$ cat src/rtl/ntt_butterfly_pipe_if.sv
// Handshake and data bundle for the pipelined NTT butterfly.
// The slave modport is the butterfly's view; the master modport is the engine or bench view.
interface ntt_butterfly_pipe_if #(
   parameter int unsigned WIDTH = 12,
   parameter int unsigned TAG_W = 8
);
   logic             in_valid;
   logic             in_ready;
   logic             in_mode;
   logic [WIDTH-1:0] in_a;
   logic [WIDTH-1:0] in_b;
   logic [WIDTH-1:0] in_w;
   logic [TAG_W-1:0] in_tag;
   logic             out_valid;
   logic             out_ready;
   logic [WIDTH-1:0] out_a;
   logic [WIDTH-1:0] out_b;
   logic [TAG_W-1:0] out_tag;
   logic             out_mode;
   logic             busy;
   logic             range_err;

   modport slave (
      input  in_valid, in_mode, in_a, in_b, in_w, in_tag, out_ready,
      output in_ready, out_valid, out_a, out_b, out_tag, out_mode, busy, range_err
   );

   modport master (
      output in_valid, in_mode, in_a, in_b, in_w, in_tag, out_ready,
      input  in_ready, out_valid, out_a, out_b, out_tag, out_mode, busy, range_err
   );
endinterface

$ cat src/rtl/ntt_butterfly_pipe.sv
// Four-stage CT/GS modular butterfly with a global stall: S1 pre add/sub, S2 multiply,
// S3 Barrett reduction, S4 post add/sub and output register.
module ntt_butterfly_pipe #(
   parameter int unsigned WIDTH = 12,
   parameter int unsigned Q     = 3329,
   parameter int unsigned TAG_W = 8
) (
   input  logic                 clk,
   input  logic                 rst_n,
   ntt_butterfly_pipe_if.slave  bus
);
   localparam int unsigned PW = 2 * WIDTH + 1;

   localparam logic [WIDTH-1:0] QN  = WIDTH'(Q);
   localparam logic [PW-1:0]    QP  = PW'(Q);
   localparam logic [PW-1:0]    QP2 = PW'(2 * Q);
   // Barrett constant floor(2^(2*WIDTH) / Q); leaves the remainder in [0, 3Q).
   localparam logic [PW-1:0]    MU  = {1'b1, {(PW - 1){1'b0}}} / QP;

   function automatic logic [WIDTH-1:0] add_mod(input logic [WIDTH-1:0] x,
                                                input logic [WIDTH-1:0] y);
      logic [WIDTH:0] s;
      s = {1'b0, x} + {1'b0, y};
      if (s >= {1'b0, QN}) s = s - {1'b0, QN};
      return WIDTH'(s);
   endfunction

   function automatic logic [WIDTH-1:0] sub_mod(input logic [WIDTH-1:0] x,
                                                input logic [WIDTH-1:0] y);
      logic [WIDTH:0] d;
      d = {1'b0, x} - {1'b0, y};
      if (x < y) d = d + {1'b0, QN};
      return WIDTH'(d);
   endfunction

   logic                 en;

   logic                 s1_valid_q, s1_mode_q;
   logic [TAG_W-1:0]     s1_tag_q;
   logic [WIDTH-1:0]     s1_a_q, s1_m_q, s1_w_q;
   logic [WIDTH-1:0]     s1_a_d, s1_m_d;

   logic                 s2_valid_q, s2_mode_q;
   logic [TAG_W-1:0]     s2_tag_q;
   logic [WIDTH-1:0]     s2_a_q;
   logic [2*WIDTH-1:0]   s2_prod_q;

   logic                 s3_valid_q, s3_mode_q;
   logic [TAG_W-1:0]     s3_tag_q;
   logic [WIDTH-1:0]     s3_a_q, s3_t_q;
   logic [WIDTH-1:0]     s3_t_d;

   logic                 s4_valid_q, s4_mode_q;
   logic [TAG_W-1:0]     s4_tag_q;
   logic [WIDTH-1:0]     s4_a_q, s4_b_q;
   logic [WIDTH-1:0]     s4_a_d, s4_b_d;

   logic                 range_err_q;
   logic                 range_hit;

   logic [PW-1:0]        red_p, red_q, red_r;
   logic [2*PW-1:0]      red_pm;

   // A single enable for every stage: bubbles are kept, nothing moves while the output stalls.
   assign en = !s4_valid_q || bus.out_ready;

   always_comb begin
      s1_a_d    = bus.in_a;
      s1_m_d    = bus.in_b;
      if (bus.in_mode) begin
         s1_a_d = add_mod(bus.in_a, bus.in_b);
         s1_m_d = sub_mod(bus.in_a, bus.in_b);
      end
      range_hit = (bus.in_a >= QN) || (bus.in_b >= QN) || (bus.in_w >= QN);
   end

   always_comb begin
      red_p  = PW'(s2_prod_q);
      red_pm = (2 * PW)'(red_p) * (2 * PW)'(MU);
      red_q  = PW'(red_pm >> (2 * WIDTH));
      red_r  = red_p - red_q * QP;
      if (red_r >= QP2) begin
         red_r = red_r - QP2;
      end else if (red_r >= QP) begin
         red_r = red_r - QP;
      end
      s3_t_d = WIDTH'(red_r);
   end

   always_comb begin
      s4_a_d = s3_a_q;
      s4_b_d = s3_t_q;
      if (!s3_mode_q) begin
         s4_a_d = add_mod(s3_a_q, s3_t_q);
         s4_b_d = sub_mod(s3_a_q, s3_t_q);
      end
   end

   always_ff @(posedge clk or negedge rst_n) begin
      if (!rst_n) begin
         s1_valid_q <= 1'b0;
         s1_mode_q  <= 1'b0;
         s1_tag_q   <= '0;
         s1_a_q     <= '0;
         s1_m_q     <= '0;
         s1_w_q     <= '0;
         s2_valid_q <= 1'b0;
         s2_mode_q  <= 1'b0;
         s2_tag_q   <= '0;
         s2_a_q     <= '0;
         s2_prod_q  <= '0;
         s3_valid_q <= 1'b0;
         s3_mode_q  <= 1'b0;
         s3_tag_q   <= '0;
         s3_a_q     <= '0;
         s3_t_q     <= '0;
         s4_valid_q <= 1'b0;
         s4_mode_q  <= 1'b0;
         s4_tag_q   <= '0;
         s4_a_q     <= '0;
         s4_b_q     <= '0;
      end else if (en) begin
         s1_valid_q <= bus.in_valid;
         s1_mode_q  <= bus.in_mode;
         s1_tag_q   <= bus.in_tag;
         s1_a_q     <= s1_a_d;
         s1_m_q     <= s1_m_d;
         s1_w_q     <= bus.in_w;
         s2_valid_q <= s1_valid_q;
         s2_mode_q  <= s1_mode_q;
         s2_tag_q   <= s1_tag_q;
         s2_a_q     <= s1_a_q;
         s2_prod_q  <= (2 * WIDTH)'(s1_m_q) * (2 * WIDTH)'(s1_w_q);
         s3_valid_q <= s2_valid_q;
         s3_mode_q  <= s2_mode_q;
         s3_tag_q   <= s2_tag_q;
         s3_a_q     <= s2_a_q;
         s3_t_q     <= s3_t_d;
         s4_valid_q <= s3_valid_q;
         s4_mode_q  <= s3_mode_q;
         s4_tag_q   <= s3_tag_q;
         s4_a_q     <= s4_a_d;
         s4_b_q     <= s4_b_d;
      end
   end

   always_ff @(posedge clk or negedge rst_n) begin
      if (!rst_n) begin
         range_err_q <= 1'b0;
      end else if (en && bus.in_valid && range_hit) begin
         range_err_q <= 1'b1;
      end
   end

   assign bus.in_ready  = en;
   assign bus.out_valid = s4_valid_q;
   assign bus.out_a     = s4_a_q;
   assign bus.out_b     = s4_b_q;
   assign bus.out_tag   = s4_tag_q;
   assign bus.out_mode  = s4_mode_q;
   assign bus.busy      = s1_valid_q || s2_valid_q || s3_valid_q || s4_valid_q;
   assign bus.range_err = range_err_q;
endmodule

$ cat src/flat_wrapper.sv
// flat-port wrapper written by rule: the top's interface ports become plain ports
module ntt_butterfly_pipe_flat 
#(
   parameter int unsigned WIDTH = 12,
   parameter int unsigned Q     = 3329,
   parameter int unsigned TAG_W = 8
)
  (clk, rst_n, bus_in_valid, bus_in_mode, bus_in_a, bus_in_b, bus_in_w, bus_in_tag, bus_out_ready, bus_in_ready, bus_out_valid, bus_out_a, bus_out_b, bus_out_tag, bus_out_mode, bus_busy, bus_range_err);
  ntt_butterfly_pipe_if #(.WIDTH(WIDTH), .TAG_W(TAG_W)) bus_i ();
  input  logic clk;
  input  logic rst_n;
  input wire logic [$bits(bus_i.in_valid)-1:0] bus_in_valid;
  input wire logic [$bits(bus_i.in_mode)-1:0] bus_in_mode;
  input wire logic [$bits(bus_i.in_a)-1:0] bus_in_a;
  input wire logic [$bits(bus_i.in_b)-1:0] bus_in_b;
  input wire logic [$bits(bus_i.in_w)-1:0] bus_in_w;
  input wire logic [$bits(bus_i.in_tag)-1:0] bus_in_tag;
  input wire logic [$bits(bus_i.out_ready)-1:0] bus_out_ready;
  output wire logic [$bits(bus_i.in_ready)-1:0] bus_in_ready;
  output wire logic [$bits(bus_i.out_valid)-1:0] bus_out_valid;
  output wire logic [$bits(bus_i.out_a)-1:0] bus_out_a;
  output wire logic [$bits(bus_i.out_b)-1:0] bus_out_b;
  output wire logic [$bits(bus_i.out_tag)-1:0] bus_out_tag;
  output wire logic [$bits(bus_i.out_mode)-1:0] bus_out_mode;
  output wire logic [$bits(bus_i.busy)-1:0] bus_busy;
  output wire logic [$bits(bus_i.range_err)-1:0] bus_range_err;
  assign bus_i.in_valid = bus_in_valid;
  assign bus_i.in_mode = bus_in_mode;
  assign bus_i.in_a = bus_in_a;
  assign bus_i.in_b = bus_in_b;
  assign bus_i.in_w = bus_in_w;
  assign bus_i.in_tag = bus_in_tag;
  assign bus_i.out_ready = bus_out_ready;
  assign bus_in_ready = bus_i.in_ready;
  assign bus_out_valid = bus_i.out_valid;
  assign bus_out_a = bus_i.out_a;
  assign bus_out_b = bus_i.out_b;
  assign bus_out_tag = bus_i.out_tag;
  assign bus_out_mode = bus_i.out_mode;
  assign bus_busy = bus_i.busy;
  assign bus_range_err = bus_i.range_err;
  ntt_butterfly_pipe #(.WIDTH(WIDTH), .Q(Q), .TAG_W(TAG_W)) u_core (.clk(clk), .rst_n(rst_n), .bus(bus_i));
endmodule
$ cat config.mk
export PLATFORM = sky130hd
export DESIGN_NAME = ntt_butterfly_pipe_flat
export DESIGN_NICKNAME = d
export VERILOG_FILES = /design/src/rtl/ntt_butterfly_pipe_if.sv /design/src/rtl/ntt_butterfly_pipe.sv /design/src/flat_wrapper.sv
export SDC_FILE = /design/constraint.sdc
export NUM_CORES = 1
export LEC_CHECK = 0
export ABC_AREA = 0
export BUFFER_PORTS_ARGS = -buffer_cell sky130_fd_sc_hd__buf_2
export CAP_MARGIN = 20
export CORE_MARGIN = 5
export CORE_UTILIZATION = 38
export DETAILED_ROUTE_END_ITERATION = 8
export HOLD_SLACK_MARGIN = 0.05
export MAX_ROUTING_LAYER = met4
export SETUP_SLACK_MARGIN = 0.3
export SLEW_MARGIN = 20
export SYNTH_ARGS = -nofsm -noshare
export SYNTH_HDL_FRONTEND = slang
export SYNTH_SLANG_ARGS = --single-unit
$ cat constraint.sdc
create_clock -name clk -period 19.09 [get_ports clk]
set_input_delay 5.727 -clock clk [delete_from_list [all_inputs] [get_ports clk]]
set_output_delay 5.727 -clock clk [all_outputs]
set_load 0.05 [all_outputs]
==> out/metrics.yaml <==
status:
  status: "finished, final reports clean"
placement:
  dp_slack_ns: 6.80
  hpwl_um: 45900
  place.gp.congestion: 0.895
  placed_cells: 3452
  portBuffers: 85
synth:
  syn_inst: 2678
  syn_nets: 3313
  synth-edff-count: 0
  yosys.cell_types.count: 82
  synth_area_um2: 23200
  yosysSeqAreaShare_pct: 17.4
  syn_avg_cell_area_um2: 8.65
  synth-seq-cells: 161
  synth-warning-count: 0
  async_flop_share_pct: 100
  synthFlopType: "dfrtp_1"
timing:
  rsz0062_at_grt: "no"
  fmax_ghz: 0.0815
  setup_violations: 0
  finClkSkew_ns: 0.0270
  final-hold-violation-count: 0
  worstMarginPinSlew_ns: 1.11
  fin_crit_ns: 12.27
  relSlewSlack_pct: 25.6
  final.period_utilization_pct: 64.3
  fin_setup_tns_ns: 0
  slew_viol_final: 0
  worst_slack_ns: 6.82
layout:
  diodes: 0
  instances_no_fill: 3484
  area_delta_synth_final_pct: 7.39
  num-nets-final: 3324
  drive_gt1_share_pct: 5.66
  final_util_pct: 41.2
detailed_routing:
  viasPerCell: 5.13
  postRouteWirelength_um: 56200
  drcViolationCount: 0
  wl_per_cell_um: 16.1
  drt_pre_antenna_iters: 5
  vias: 17900
  dr.first_iter.drc_count: 873
  ant_nets: 0
cts:
  h-tree-depth: 4
  cts_resized: 0
  cts_sinks: 161
  hold_buffers: 0
  post_cts_buffers: 0
  cts_made_buffers: 17
  cts_max_path_buffers: 2
  clk_latency_ns: 0.46
  cts_root_buf: "clkbuf_16"
  cts_tree: "yes"
  path_clk_slew_ns: 0.08
die:
  placementRows: 90
  fp.dieH_um: 257
  initial_core_util_pct: 38.4
  core_um2: 60400
  die_w_um: 257
  fp.dieArea_um2: 66000
  io_pins: 86
critical_path:
  arrival_ns: 6.54
  setup.worst_path.end_class: "output port"
  cp_max_fo: 55
  cp_data_required_time_ns: 13.36
  crit_path_start_kind: "input port"
  worstSetupPathType: "in2out"
global_routing:
  grtUsageTotal_pct: 17.5
  overflow: 0
  grt_max_degree: 94
  antenna_found_initial: 1
  grt_pass1_wl_um: 93800
  grt_pass1_vias: 18400
hold_path:
  min_path_type: "reg2reg"
flow_run:
  drv_cap: 0
-- cell usage after synthesis, types with 17 or more instances --
master    count  area [um2]
inv_1       458        1720
nand2_1     410        1540
ha_1        325        4070
fa_1        261        5230
dfrtp_1     161        4030
a21oi_1     124         621
nor2_1      116         435
o21ai_0     102         510
clkbuf_1     85         319
xnor2_1      58         508
and2_1       56         350
xor2_1       50         438
nor3_1       46         230
nand3_1      41         205
mux2i_1      23         230
nor2b_1      22         138
and3_1       21         131
a21o_1       20         150
nand2b_1     19         119
o21a_1       18         135
a31oi_1      17         106
or3_1        17         106
-- metrics by stage --
step                      area, um2  hold WS, ns
after floorplan               23200        0.439
after global placement        24200        0.447
after detailed placement      24200        0.456
after CTS                     24900        0.475
after global routing          24900        0.492
final                         24900        0.468
-- state kept, by name (all words and copies together) (netlist names), 12 cells and up --
name / count
u_core.s1_m_q: 12
u_core.s1_w_q: 12
u_core.s2_prod_q: 24
u_core.s1_a_q: 12
u_core.s3_t_q: 12
u_core.bus.out_b: 12
u_core.s2_a_q: 12
u_core.s3_a_q: 12
u_core.bus.out_a: 12
-- worst paths after layout --
kind | cells past startpoint | slack [ns] | from | endpoint
worst max-delay path | 4 | 6.82 | bus_out_ready | bus_in_ready
worst min-delay path | 2 | 0.47 | u_core.s1_tag_q[0]$_DFFE_PN0N_ | u_core.s1_tag_q[0]$_DFFE_PN0N_
worst max register to register | 41 | 6.90 | u_core.s2_prod_q[14]$_DFFE_PN0N_ | u_core.s3_t_q[4]$_DFFE_PN0N_
worst min register to register | 2 | 0.47 | u_core.s1_tag_q[0]$_DFFE_PN0N_ | u_core.s1_tag_q[0]$_DFFE_PN0N_
max in group asynchronous | 2 | 12.30 | rst_n | u_core.s2_a_q[10]$_DFFE_PN0N_
min in group asynchronous | 1 | 5.32 | rst_n | u_core.s1_w_q[4]$_DFFE_PN0N_
-- critical path: stages --
cell	delay, ns
buf_2	0.10
nor2b_4	0.05
inv_6	0.29
buf_2	0.35
-- routing by layer --
metal / track usage (%) / vias up / share of wire [%]
li1: - / 8710 / -
met1: 23.1 / 8859 / 46
met2: 30.0 / 268 / 50
met3: 1.36 / 52 / 2.5
met4: 3.40 / 0 / 1.6
met5: - / - / 0
-- final cells by class --
type | count | area, um2
Multi-Input combinational cell | 1959 | 17000
Sequential cell | 161 | 4030
Tap cell | 782 | 978
Clock inverter | 15 | 214
Clock buffer | 17 | 425
Inverter | 459 | 1730
Timing Repair Buffer | 91 | 477
Fill cell | 6080 | 35500
-- logic make-up (layout without fill, tap and decap cells) --
kind of cell | after synthesis | in the layout | synth area share [%]
compound gates | 419 | 419 | 11.8
fa+ha+maj | 586 | 586 | 40.1
xor+xnor | 108 | 108 | 4.08
mux | 27 | 27 | 1.19
simple gates | 819 | 819 | 16.3
flops | 161 | 161 | 17.4
buf+inv | 558 | 582 | 9.16
-- layout by cell type, fill, tap and decap left out, types with 20 or more instances in the layout --
master   count
nor2_1     116
inv_1      458
and3_1      21
xor2_1      50
xnor2_1     58
o21ai_0    102
fa_1       261
dfrtp_1    161
and2_1      56
nor3_1      46
nand2_1    410
nor2b_1     21
mux2i_1     23
ha_1       325
a21o_1      20
nand3_1     41
buf_2       84
a21oi_1    124
Power is not shown: default switching activity piles up to over one toggle a cycle in this logic, so the estimate is an artifact.
